`src/rtl/maveric_csr_pkg.sv`:
```
// Shared CSR indices, trap cause codes and trap sequencer enums.
package maveric_csr_pkg;

    localparam int unsigned CSR_MSTATUS = 0;
    localparam int unsigned CSR_MIE     = 2;
    localparam int unsigned CSR_MTVEC   = 3;
    localparam int unsigned CSR_MCAUSE  = 4;
    localparam int unsigned CSR_MEPC    = 5;
    localparam int unsigned CSR_MIP     = 6;

    localparam int unsigned CAUSE_W   = 4;
    localparam logic [3:0]  CAUSE_MSI = 4'd3;
    localparam logic [3:0]  CAUSE_MTI = 4'd7;

    typedef enum logic [2:0] {
        ST_IDLE,
        ST_TRAP_RD,
        ST_TRAP_WR,
        ST_RET_RD,
        ST_REDIRECT
    } trap_state_t;

    typedef enum logic [1:0] {
        KIND_NONE,
        KIND_EXC,
        KIND_INT,
        KIND_RET
    } trap_kind_t;

endpackage

```
`src/rtl/trap_controller_if.sv`:
```
// CSR port bundle between the trap sequencer (master) and csr_file (slave).
interface trap_controller_if #(
    parameter int unsigned DATA_WIDTH = 32,
    parameter int unsigned ADDR_WIDTH = 3
) ();
    logic                  o_csr_own;
    logic [ADDR_WIDTH-1:0] o_csr_read_addr;
    logic                  o_csr_writable;
    logic                  o_csr_we_1;
    logic                  o_csr_we_2;
    logic [ADDR_WIDTH-1:0] o_csr_waddr_1;
    logic [ADDR_WIDTH-1:0] o_csr_waddr_2;
    logic [DATA_WIDTH-1:0] o_csr_wdata_1;
    logic [DATA_WIDTH-1:0] o_csr_wdata_2;
    logic                  o_interrupt_jump;
    logic                  o_mret_instr;
    logic [DATA_WIDTH-1:0] i_csr_read_data;

    modport master (
        output o_csr_own, o_csr_read_addr, o_csr_writable,
               o_csr_we_1, o_csr_we_2, o_csr_waddr_1, o_csr_waddr_2,
               o_csr_wdata_1, o_csr_wdata_2, o_interrupt_jump, o_mret_instr,
        input  i_csr_read_data
    );

    modport slave (
        input  o_csr_own, o_csr_read_addr, o_csr_writable,
               o_csr_we_1, o_csr_we_2, o_csr_waddr_1, o_csr_waddr_2,
               o_csr_wdata_1, o_csr_wdata_2, o_interrupt_jump, o_mret_instr,
        output i_csr_read_data
    );
endinterface

```
`src/rtl/trap_prio_enc.sv`:
```
// Boundary arbitration: exception > software irq > timer irq > mret.
module trap_prio_enc
    import maveric_csr_pkg::*;
(
    input  logic         i_boundary,
    input  logic         i_exc_req,
    input  logic [3:0]   i_exc_cause,
    input  logic         i_mret,
    input  logic         i_mie_mstatus,
    input  logic         i_mtip_mip,
    input  logic         i_msip_mip,
    input  logic         i_mtie_mie,
    input  logic         i_msie_mie,
    output logic         o_accept_c,
    output trap_kind_t   o_kind_c,
    output logic [3:0]   o_cause_c
);
    logic sw_pend;
    logic tm_pend;

    always_comb begin
        sw_pend   = i_mie_mstatus & i_msip_mip & i_msie_mie;
        tm_pend   = i_mie_mstatus & i_mtip_mip & i_mtie_mie;
        o_kind_c  = KIND_NONE;
        o_cause_c = 4'd0;
        if (i_exc_req) begin
            o_kind_c  = KIND_EXC;
            o_cause_c = i_exc_cause;
        end else if (sw_pend) begin
            o_kind_c  = KIND_INT;
            o_cause_c = CAUSE_MSI;
        end else if (tm_pend) begin
            o_kind_c  = KIND_INT;
            o_cause_c = CAUSE_MTI;
        end else if (i_mret) begin
            o_kind_c  = KIND_RET;
        end
        o_accept_c = i_boundary & (o_kind_c != KIND_NONE);
    end
endmodule

```
`src/rtl/trap_controller.sv`:
```
// Machine-mode trap sequencer: arbitrates traps/mret at instruction boundaries,
// sequences the csr_file accesses and strobes a redirect PC to fetch.
module trap_controller
    import maveric_csr_pkg::*;
#(
    parameter int unsigned DATA_WIDTH = 32,
    parameter int unsigned ADDR_WIDTH = 3
) (
    input  logic                  clk,
    input  logic                  arst,
    input  logic                  i_boundary,
    input  logic                  i_exc_req,
    input  logic [3:0]            i_exc_cause,
    input  logic                  i_mret,
    input  logic [DATA_WIDTH-1:0] i_pc,
    input  logic                  i_mie_mstatus,
    input  logic                  i_mtip_mip,
    input  logic                  i_msip_mip,
    input  logic                  i_mtie_mie,
    input  logic                  i_msie_mie,
    trap_controller_if.master     csr,
    output logic                  o_busy,
    output logic                  o_redirect_valid,
    output logic [DATA_WIDTH-1:0] o_redirect_pc
);
    logic       accept_c;
    trap_kind_t kind_c;
    logic [3:0] cause_c;

    trap_prio_enc u_prio (
        .i_boundary    (i_boundary),
        .i_exc_req     (i_exc_req),
        .i_exc_cause   (i_exc_cause),
        .i_mret        (i_mret),
        .i_mie_mstatus (i_mie_mstatus),
        .i_mtip_mip    (i_mtip_mip),
        .i_msip_mip    (i_msip_mip),
        .i_mtie_mie    (i_mtie_mie),
        .i_msie_mie    (i_msie_mie),
        .o_accept_c    (accept_c),
        .o_kind_c      (kind_c),
        .o_cause_c     (cause_c)
    );

    trap_state_t           state_q,  state_d;
    trap_kind_t            kind_q,   kind_d;
    logic [3:0]            cause_q,  cause_d;
    logic [DATA_WIDTH-1:0] pc_q,     pc_d;
    logic [DATA_WIDTH-1:0] mtvec_q,  mtvec_d;
    logic [DATA_WIDTH-1:0] mepc_q,   mepc_d;
    logic                  own_q,    own_d;
    logic [ADDR_WIDTH-1:0] raddr_q,  raddr_d;
    logic                  wrbl_q,   wrbl_d;
    logic                  we1_q,    we1_d;
    logic                  we2_q,    we2_d;
    logic [ADDR_WIDTH-1:0] waddr1_q, waddr1_d;
    logic [ADDR_WIDTH-1:0] waddr2_q, waddr2_d;
    logic [DATA_WIDTH-1:0] wdata1_q, wdata1_d;
    logic [DATA_WIDTH-1:0] wdata2_q, wdata2_d;
    logic                  ijump_q,  ijump_d;
    logic                  mret_q,   mret_d;
    logic                  busy_q,   busy_d;
    logic                  rvld_q,   rvld_d;
    logic [DATA_WIDTH-1:0] rpc_q,    rpc_d;
    logic [DATA_WIDTH-1:0] trap_base;
    logic [DATA_WIDTH-1:0] trap_target;

    // Vectored mode only offsets interrupts; the add wraps at DATA_WIDTH.
    always_comb begin
        trap_base   = {mtvec_q[DATA_WIDTH-1:2], 2'b00};
        trap_target = trap_base;
        if (mtvec_q[1:0] == 2'b01 && kind_q == KIND_INT)
            trap_target = trap_base + DATA_WIDTH'({cause_q, 2'b00});
    end

    // Next state and captures, then outputs decoded from the next state so they register in step.
    always_comb begin
        state_d  = state_q;
        kind_d   = kind_q;
        cause_d  = cause_q;
        pc_d     = pc_q;
        mtvec_d  = mtvec_q;
        mepc_d   = mepc_q;
        own_d    = 1'b0;
        raddr_d  = '0;
        wrbl_d   = 1'b0;
        we1_d    = 1'b0;
        we2_d    = 1'b0;
        waddr1_d = '0;
        waddr2_d = '0;
        wdata1_d = '0;
        wdata2_d = '0;
        ijump_d  = 1'b0;
        mret_d   = 1'b0;
        rvld_d   = 1'b0;
        rpc_d    = rpc_q;

        unique case (state_q)
            ST_IDLE: begin
                if (accept_c) begin
                    kind_d  = kind_c;
                    cause_d = cause_c;
                    pc_d    = i_pc;
                    state_d = (kind_c == KIND_RET) ? ST_RET_RD : ST_TRAP_RD;
                end
            end
            ST_TRAP_RD: begin
                mtvec_d = csr.i_csr_read_data;
                state_d = ST_TRAP_WR;
            end
            ST_TRAP_WR:  state_d = ST_REDIRECT;
            ST_RET_RD: begin
                mepc_d  = csr.i_csr_read_data;
                state_d = ST_REDIRECT;
            end
            ST_REDIRECT: state_d = ST_IDLE;
            default:     state_d = ST_IDLE;
        endcase

        unique case (state_d)
            ST_TRAP_RD: begin
                own_d   = 1'b1;
                raddr_d = ADDR_WIDTH'(CSR_MTVEC);
                wrbl_d  = 1'b1;
            end
            ST_TRAP_WR: begin
                own_d    = 1'b1;
                we1_d    = 1'b1;
                we2_d    = 1'b1;
                waddr1_d = ADDR_WIDTH'(CSR_MEPC);
                waddr2_d = ADDR_WIDTH'(CSR_MCAUSE);
                wdata1_d = pc_q;
                wdata2_d = {kind_q == KIND_INT, (DATA_WIDTH-1-CAUSE_W)'(0), cause_q};
                ijump_d  = 1'b1;
            end
            ST_RET_RD: begin
                own_d   = 1'b1;
                raddr_d = ADDR_WIDTH'(CSR_MEPC);
                wrbl_d  = 1'b1;
                mret_d  = 1'b1;
            end
            ST_REDIRECT: begin
                rvld_d = 1'b1;
                rpc_d  = (kind_q == KIND_RET) ? {csr.i_csr_read_data[DATA_WIDTH-1:2], 2'b00}
                                              : trap_target;
            end
            default: ;
        endcase
        busy_d = (state_d != ST_IDLE);
    end

    always_ff @(posedge clk) begin
        if (arst) begin
            state_q  <= ST_IDLE;
            kind_q   <= KIND_NONE;
            cause_q  <= '0;
            pc_q     <= '0;
            mtvec_q  <= '0;
            mepc_q   <= '0;
            own_q    <= 1'b0;
            raddr_q  <= '0;
            wrbl_q   <= 1'b0;
            we1_q    <= 1'b0;
            we2_q    <= 1'b0;
            waddr1_q <= '0;
            waddr2_q <= '0;
            wdata1_q <= '0;
            wdata2_q <= '0;
            ijump_q  <= 1'b0;
            mret_q   <= 1'b0;
            busy_q   <= 1'b0;
            rvld_q   <= 1'b0;
            rpc_q    <= '0;
        end else begin
            state_q  <= state_d;
            kind_q   <= kind_d;
            cause_q  <= cause_d;
            pc_q     <= pc_d;
            mtvec_q  <= mtvec_d;
            mepc_q   <= mepc_d;
            own_q    <= own_d;
            raddr_q  <= raddr_d;
            wrbl_q   <= wrbl_d;
            we1_q    <= we1_d;
            we2_q    <= we2_d;
            waddr1_q <= waddr1_d;
            waddr2_q <= waddr2_d;
            wdata1_q <= wdata1_d;
            wdata2_q <= wdata2_d;
            ijump_q  <= ijump_d;
            mret_q   <= mret_d;
            busy_q   <= busy_d;
            rvld_q   <= rvld_d;
            rpc_q    <= rpc_d;
        end
    end

    assign csr.o_csr_own        = own_q;
    assign csr.o_csr_read_addr  = raddr_q;
    assign csr.o_csr_writable   = wrbl_q;
    assign csr.o_csr_we_1       = we1_q;
    assign csr.o_csr_we_2       = we2_q;
    assign csr.o_csr_waddr_1    = waddr1_q;
    assign csr.o_csr_waddr_2    = waddr2_q;
    assign csr.o_csr_wdata_1    = wdata1_q;
    assign csr.o_csr_wdata_2    = wdata2_q;
    assign csr.o_interrupt_jump = ijump_q;
    assign csr.o_mret_instr     = mret_q;
    assign o_busy               = busy_q;
    assign o_redirect_valid     = rvld_q;
    assign o_redirect_pc        = rpc_q;
endmodule
```
`src/flat_wrapper.sv`:
```
// flat-port wrapper written by rule: the top's interface ports become plain ports
module trap_controller_flat import maveric_csr_pkg::*;
#(
    parameter int unsigned DATA_WIDTH = 32,
    parameter int unsigned ADDR_WIDTH = 3
)
  (clk, arst, i_boundary, i_exc_req, i_exc_cause, i_mret, i_pc, i_mie_mstatus, i_mtip_mip, i_msip_mip, i_mtie_mie, i_msie_mie, o_busy, o_redirect_valid, o_redirect_pc, csr_o_csr_own, csr_o_csr_read_addr, csr_o_csr_writable, csr_o_csr_we_1, csr_o_csr_we_2, csr_o_csr_waddr_1, csr_o_csr_waddr_2, csr_o_csr_wdata_1, csr_o_csr_wdata_2, csr_o_interrupt_jump, csr_o_mret_instr, csr_i_csr_read_data);
  trap_controller_if #(.DATA_WIDTH(DATA_WIDTH), .ADDR_WIDTH(ADDR_WIDTH)) csr_i ();
  input  logic clk;
  input  logic arst;
  input  logic i_boundary;
  input  logic i_exc_req;
  input  logic [3:0] i_exc_cause;
  input  logic i_mret;
  input  logic [DATA_WIDTH-1:0] i_pc;
  input  logic i_mie_mstatus;
  input  logic i_mtip_mip;
  input  logic i_msip_mip;
  input  logic i_mtie_mie;
  input  logic i_msie_mie;
  output logic o_busy;
  output logic o_redirect_valid;
  output logic [DATA_WIDTH-1:0] o_redirect_pc;
  output wire logic [$bits(csr_i.o_csr_own)-1:0] csr_o_csr_own;
  output wire logic [$bits(csr_i.o_csr_read_addr)-1:0] csr_o_csr_read_addr;
  output wire logic [$bits(csr_i.o_csr_writable)-1:0] csr_o_csr_writable;
  output wire logic [$bits(csr_i.o_csr_we_1)-1:0] csr_o_csr_we_1;
  output wire logic [$bits(csr_i.o_csr_we_2)-1:0] csr_o_csr_we_2;
  output wire logic [$bits(csr_i.o_csr_waddr_1)-1:0] csr_o_csr_waddr_1;
  output wire logic [$bits(csr_i.o_csr_waddr_2)-1:0] csr_o_csr_waddr_2;
  output wire logic [$bits(csr_i.o_csr_wdata_1)-1:0] csr_o_csr_wdata_1;
  output wire logic [$bits(csr_i.o_csr_wdata_2)-1:0] csr_o_csr_wdata_2;
  output wire logic [$bits(csr_i.o_interrupt_jump)-1:0] csr_o_interrupt_jump;
  output wire logic [$bits(csr_i.o_mret_instr)-1:0] csr_o_mret_instr;
  input wire logic [$bits(csr_i.i_csr_read_data)-1:0] csr_i_csr_read_data;
  assign csr_o_csr_own = csr_i.o_csr_own;
  assign csr_o_csr_read_addr = csr_i.o_csr_read_addr;
  assign csr_o_csr_writable = csr_i.o_csr_writable;
  assign csr_o_csr_we_1 = csr_i.o_csr_we_1;
  assign csr_o_csr_we_2 = csr_i.o_csr_we_2;
  assign csr_o_csr_waddr_1 = csr_i.o_csr_waddr_1;
  assign csr_o_csr_waddr_2 = csr_i.o_csr_waddr_2;
  assign csr_o_csr_wdata_1 = csr_i.o_csr_wdata_1;
  assign csr_o_csr_wdata_2 = csr_i.o_csr_wdata_2;
  assign csr_o_interrupt_jump = csr_i.o_interrupt_jump;
  assign csr_o_mret_instr = csr_i.o_mret_instr;
  assign csr_i.i_csr_read_data = csr_i_csr_read_data;
  trap_controller #(.DATA_WIDTH(DATA_WIDTH), .ADDR_WIDTH(ADDR_WIDTH)) u_core (.clk(clk), .arst(arst), .i_boundary(i_boundary), .i_exc_req(i_exc_req), .i_exc_cause(i_exc_cause), .i_mret(i_mret), .i_pc(i_pc), .i_mie_mstatus(i_mie_mstatus), .i_mtip_mip(i_mtip_mip), .i_msip_mip(i_msip_mip), .i_mtie_mie(i_mtie_mie), .i_msie_mie(i_msie_mie), .csr(csr_i), .o_busy(o_busy), .o_redirect_valid(o_redirect_valid), .o_redirect_pc(o_redirect_pc));
endmodule
```
`config.mk`:
```
export PLATFORM = sky130hd
export DESIGN_NAME = trap_controller_flat
export DESIGN_NICKNAME = d
export VERILOG_FILES = /design/src/rtl/maveric_csr_pkg.sv /design/src/rtl/trap_controller_if.sv /design/src/rtl/trap_prio_enc.sv /design/src/rtl/trap_controller.sv /design/src/flat_wrapper.sv
export SDC_FILE = /design/constraint.sdc
export NUM_CORES = 1
export LEC_CHECK = 0
export CAP_MARGIN = 20
export CORE_MARGIN = 2
export CORE_UTILIZATION = 42
export CTS_BUF_LIST = sky130_fd_sc_hd__clkbuf_16
export DETAILED_ROUTE_END_ITERATION = 7
export PLACE_DENSITY = 0.84
export SLEW_MARGIN = 20
export SYNTH_ARGS = -nofsm -noshare
export SYNTH_HDL_FRONTEND = slang
export SYNTH_HIERARCHICAL = 1
export SYNTH_SLANG_ARGS = --single-unit
```
`constraint.sdc`:
```
create_clock -name clk -period 2.3 [get_ports clk]
set_clock_uncertainty 0.05 [all_clocks]
set_input_delay 0.69 -clock clk [delete_from_list [all_inputs] [get_ports clk]]
set_output_delay 0.69 -clock clk [all_outputs]
set_load 0.005 [all_outputs]
```
==> qor.yml <==
logic_synthesis:
  netlist.area_leader.share_pct: 49.5
  synth_fa_ha_area_share_pct: 1.18
  synth-edff-count: 0
  synthArstFlopShare_pct: 0
  ys_top_cells_by_area: "dfxtp_1, nand2_1, a21oi_1"
  yosysMostFrequentCell: "nand2_1"
  syn_area_per_cell_sq_um: 8.65
  synth_compound_gate_area_share_pct: 15.0
  synth_top_area_cell: "dfxtp_1"
  synth_top_flop_cell: "dfxtp_1"
  synth_seq_cells: 147
  synth_top_family_by_area: "simple AND/OR/NAND/NOR gates"
  yosys-mux-area-fraction_pct: 0.505
  netlist_area_sq_um: 5940
  synthSimpleGateAreaFrac_pct: 22.0
  synth_xor_area_share_pct: 3.68
  ys_seq_area_share_pct: 49.5
  ys_warn_count: 6
  netlist_instances: 687
  synth_commonest_cells: "nand2_1, dfxtp_1, a21oi_1"
  synth.distinct_cells: 51
worst_hold_path:
  min_path_type: "reg -> reg"
global_routing:
  grt_max_degree: 50
  grt_pass1_wl_mm: 24.6
  grt-ovfl-total: 0
  antenna_found_initial: 0
  grt_pass1_vias: 5075
  grt_usage_pct: 20.8
pwr:
  power_mw: 6.04
  intPower_mw: 4.56
  p_sw_mw: 1.48
  power.leakage_nw: 3.16
  p_clk_share_pct: 43.8
  p_seq_share_pct: 45.3
  switching_share_pct: 24.5
  ir_drop_v: 0.000471
  p_comb_share_pct: 10.9
  p_per_area_nw_per_um2: 732
floorplanning:
  initial_core_util_pct: 43.0
  io_pins: 191
  die_area_sq_um: 15100
  coreArea_sq_um: 13800
  fp.dieH_microns: 123
  die_w_microns: 123
  rows: 43
worst_setup_path:
  critPathMaxStageDelay_ns: 0.45
  path_cells: "clkdlybuf4s50_1 > a22oi_2 > o21ai_0 > buf_4 > a31oi_1 > nor4_1 > or3_1"
  cp_data_arrival_time_ns: 2.42
  critical_path_buf_inv_count: 2
  crit_fanout: 3
  critPathCaptureType: "register"
  critical_path_required_ns: 2.55
  rrSetupSlack_ns: 0.18
  worstSetupPathType: "in -> reg"
  crit_path_top_delay_cell: "clkdlybuf4s50_1"
  critPathLaunchType: "input port"
  critPathTopFamily: "compound AO/OA/AOI/OAI gates"
sta:
  worstMarginPinSlew_ns: 0.533
  fin_setup_tns_ns: 0
  max_slew_margin_pct: 64.5
  finalSetupViolCount: 0
  fin_ws_ns: 0.132
  grt_setup_unrepaired: "false"
  hold_viol_final: 0
  timing.hold.ws_ns: 0.399
  period_share_pct: 94.3
  post-route-min-period_ns: 2.17
  drv_slew: 0
  max_freq_mhz: 461
cts:
  clock_path_buffers: 2
  clock_latency_ns: 0.42
  cts_tree: "yes"
  cts_setup_buffers: 0
  cts_inserted_buffers: 17
  htreeDepth: 4
  cts.sinks: 147
  clkTransAtPathRegs_ns: 0.06
  clockRootBuffer: "clkbuf_16"
detailed_routing:
  viasPerCell: 5.08
  wl_per_cell_microns: 14.9
  ant_nets: 0
  firstDrtPassIters: 6
  drtIter0Drc: 468
  drc: 0
  vias: 5262
  drt_wl_total_mm: 15.5
finish:
  drive_gt1_share_pct: 8.65
  stdcell_count: 1035
  nets: 925
  diodes: 0
  syn_to_final_growth_pct: 38.8
flow_run:
  maxCapViolations: 0
place:
  place_hpwl_mm: 10.5
  place_congestion: 0.860
  port_buffers: 158
  place_ws_ns: -0.265
  dp_cells: 1003
outcome:
  status: "completed"
==> area by class of cell <==
class	count	area, sq um
tap	180	225
clock inverter	15	144
timing repair buffer	185	1820
fill	1155	5580
inverter	7	26.3
sequential	147	2940
multi-input combinational	484	2670
clock buffer	17	425
==> final timing paths <==
| path | start | cells past startpoint | to |
|---|---|---|---|
| hold reg to reg | u_core/pc_q[30]$_SDFFE_PP0P_ | 2 | u_core/pc_q[30]$_SDFFE_PP0P_ |
| setup reg to reg | u_core/cause_q[0]$_SDFFE_PP0P_ | 8 | u_core/o_redirect_pc[14]$_SDFFE_PP0P_ |
| setup / recovery | i_msip_mip | 7 | u_core/o_busy$_SDFF_PP0_ |
| hold / removal | u_core/pc_q[30]$_SDFFE_PP0P_ | 2 | u_core/pc_q[30]$_SDFFE_PP0P_ |
==> what timing repair did <==
| action | CTS | global route |
|---|---|---|
| resized for setup | 0 | 2 |
| setup endpoints to repair | 0 | 24 |
| hold buffers | 0 | 0 |
==> registers in the layout (all words and copies together) (netlist names) <==
name and flops:
u_core/pc_q 32, u_core/csr.o_csr_read_addr 3, u_core/o_busy 1, u_core/cause_q 4, u_core/csr.o_csr_waddr_1 1, u_core/csr.o_csr_own 1, u_core/o_redirect_valid 1, u_core/kind_q 2
u_core/state_q 3, u_core/o_redirect_pc 30, u_core/csr.o_csr_wdata_2 5, u_core/mtvec_q 32, u_core/csr.o_csr_wdata_1 32
==> power by group through the flow <==
stage	Sequential, mW	Combinational [mW]	Clock (mW)
after floorplan	2.77	0.358	0
after global placement	2.78	0.637	0
after detailed placement	2.79	0.650	0
after CTS	2.73	0.658	2.68
after global routing	2.75	0.727	2.80
final	2.74	0.661	2.65
==> placed cells by master, fill, tap and decap left out, types with 6 or more instances in the layout <==
cell and count:
and3_1 40, xnor2_1 25, clkdlybuf4s50_1 157, a22oi_1 25, a21oi_1 74, clkbuf_16 17
conb_1 32, dfxtp_1 147, nor2_1 11, nand3_1 6, buf_4 23, nor3_1 6
nand2_1 164, inv_1 8, o21ai_0 30, and2_1 6, nor4_1 8
==> per-stage QoR <==
step	instance area, sq um	utilization [%]
2_1_floorplan	6060	-
3_3_place_gp	7670	55.5
3_5_place_dp	7670	55.5
4_1_cts	8240	59.6
5_1_grt	8250	59.7
6_report	8250	59.7
==> worst min-delay path, delay by kind of cell (launching register included) <==
family,cells,cell delay (ns)
flops,1,0.30
simple gates,1,0.05
compound gates,1,0.05
==> kinds of logic after synthesis <==
logic type,after synthesis
AOI/OAI and AO/OA,151
xor gates and xnor gates,25
DFF,147
other,1
buffers and inverters,87
and+or+nand+nor,268
adders and majority gates,5
muxes,3
==> metal layers <==
layer | up-vias | routed length (microns) | share of wire (%) | track usage [%]
met5 | - | 0 | 0 | 0
met4 | 0 | 366 | 2.4 | 10.4
met3 | 33 | 1050 | 6.8 | 4.43
met2 | 211 | 7640 | 49 | 35.2
met1 | 2428 | 6400 | 41 | 25.1
li1 | 2590 | - | - | -
(Power assumes the default switching activity.)
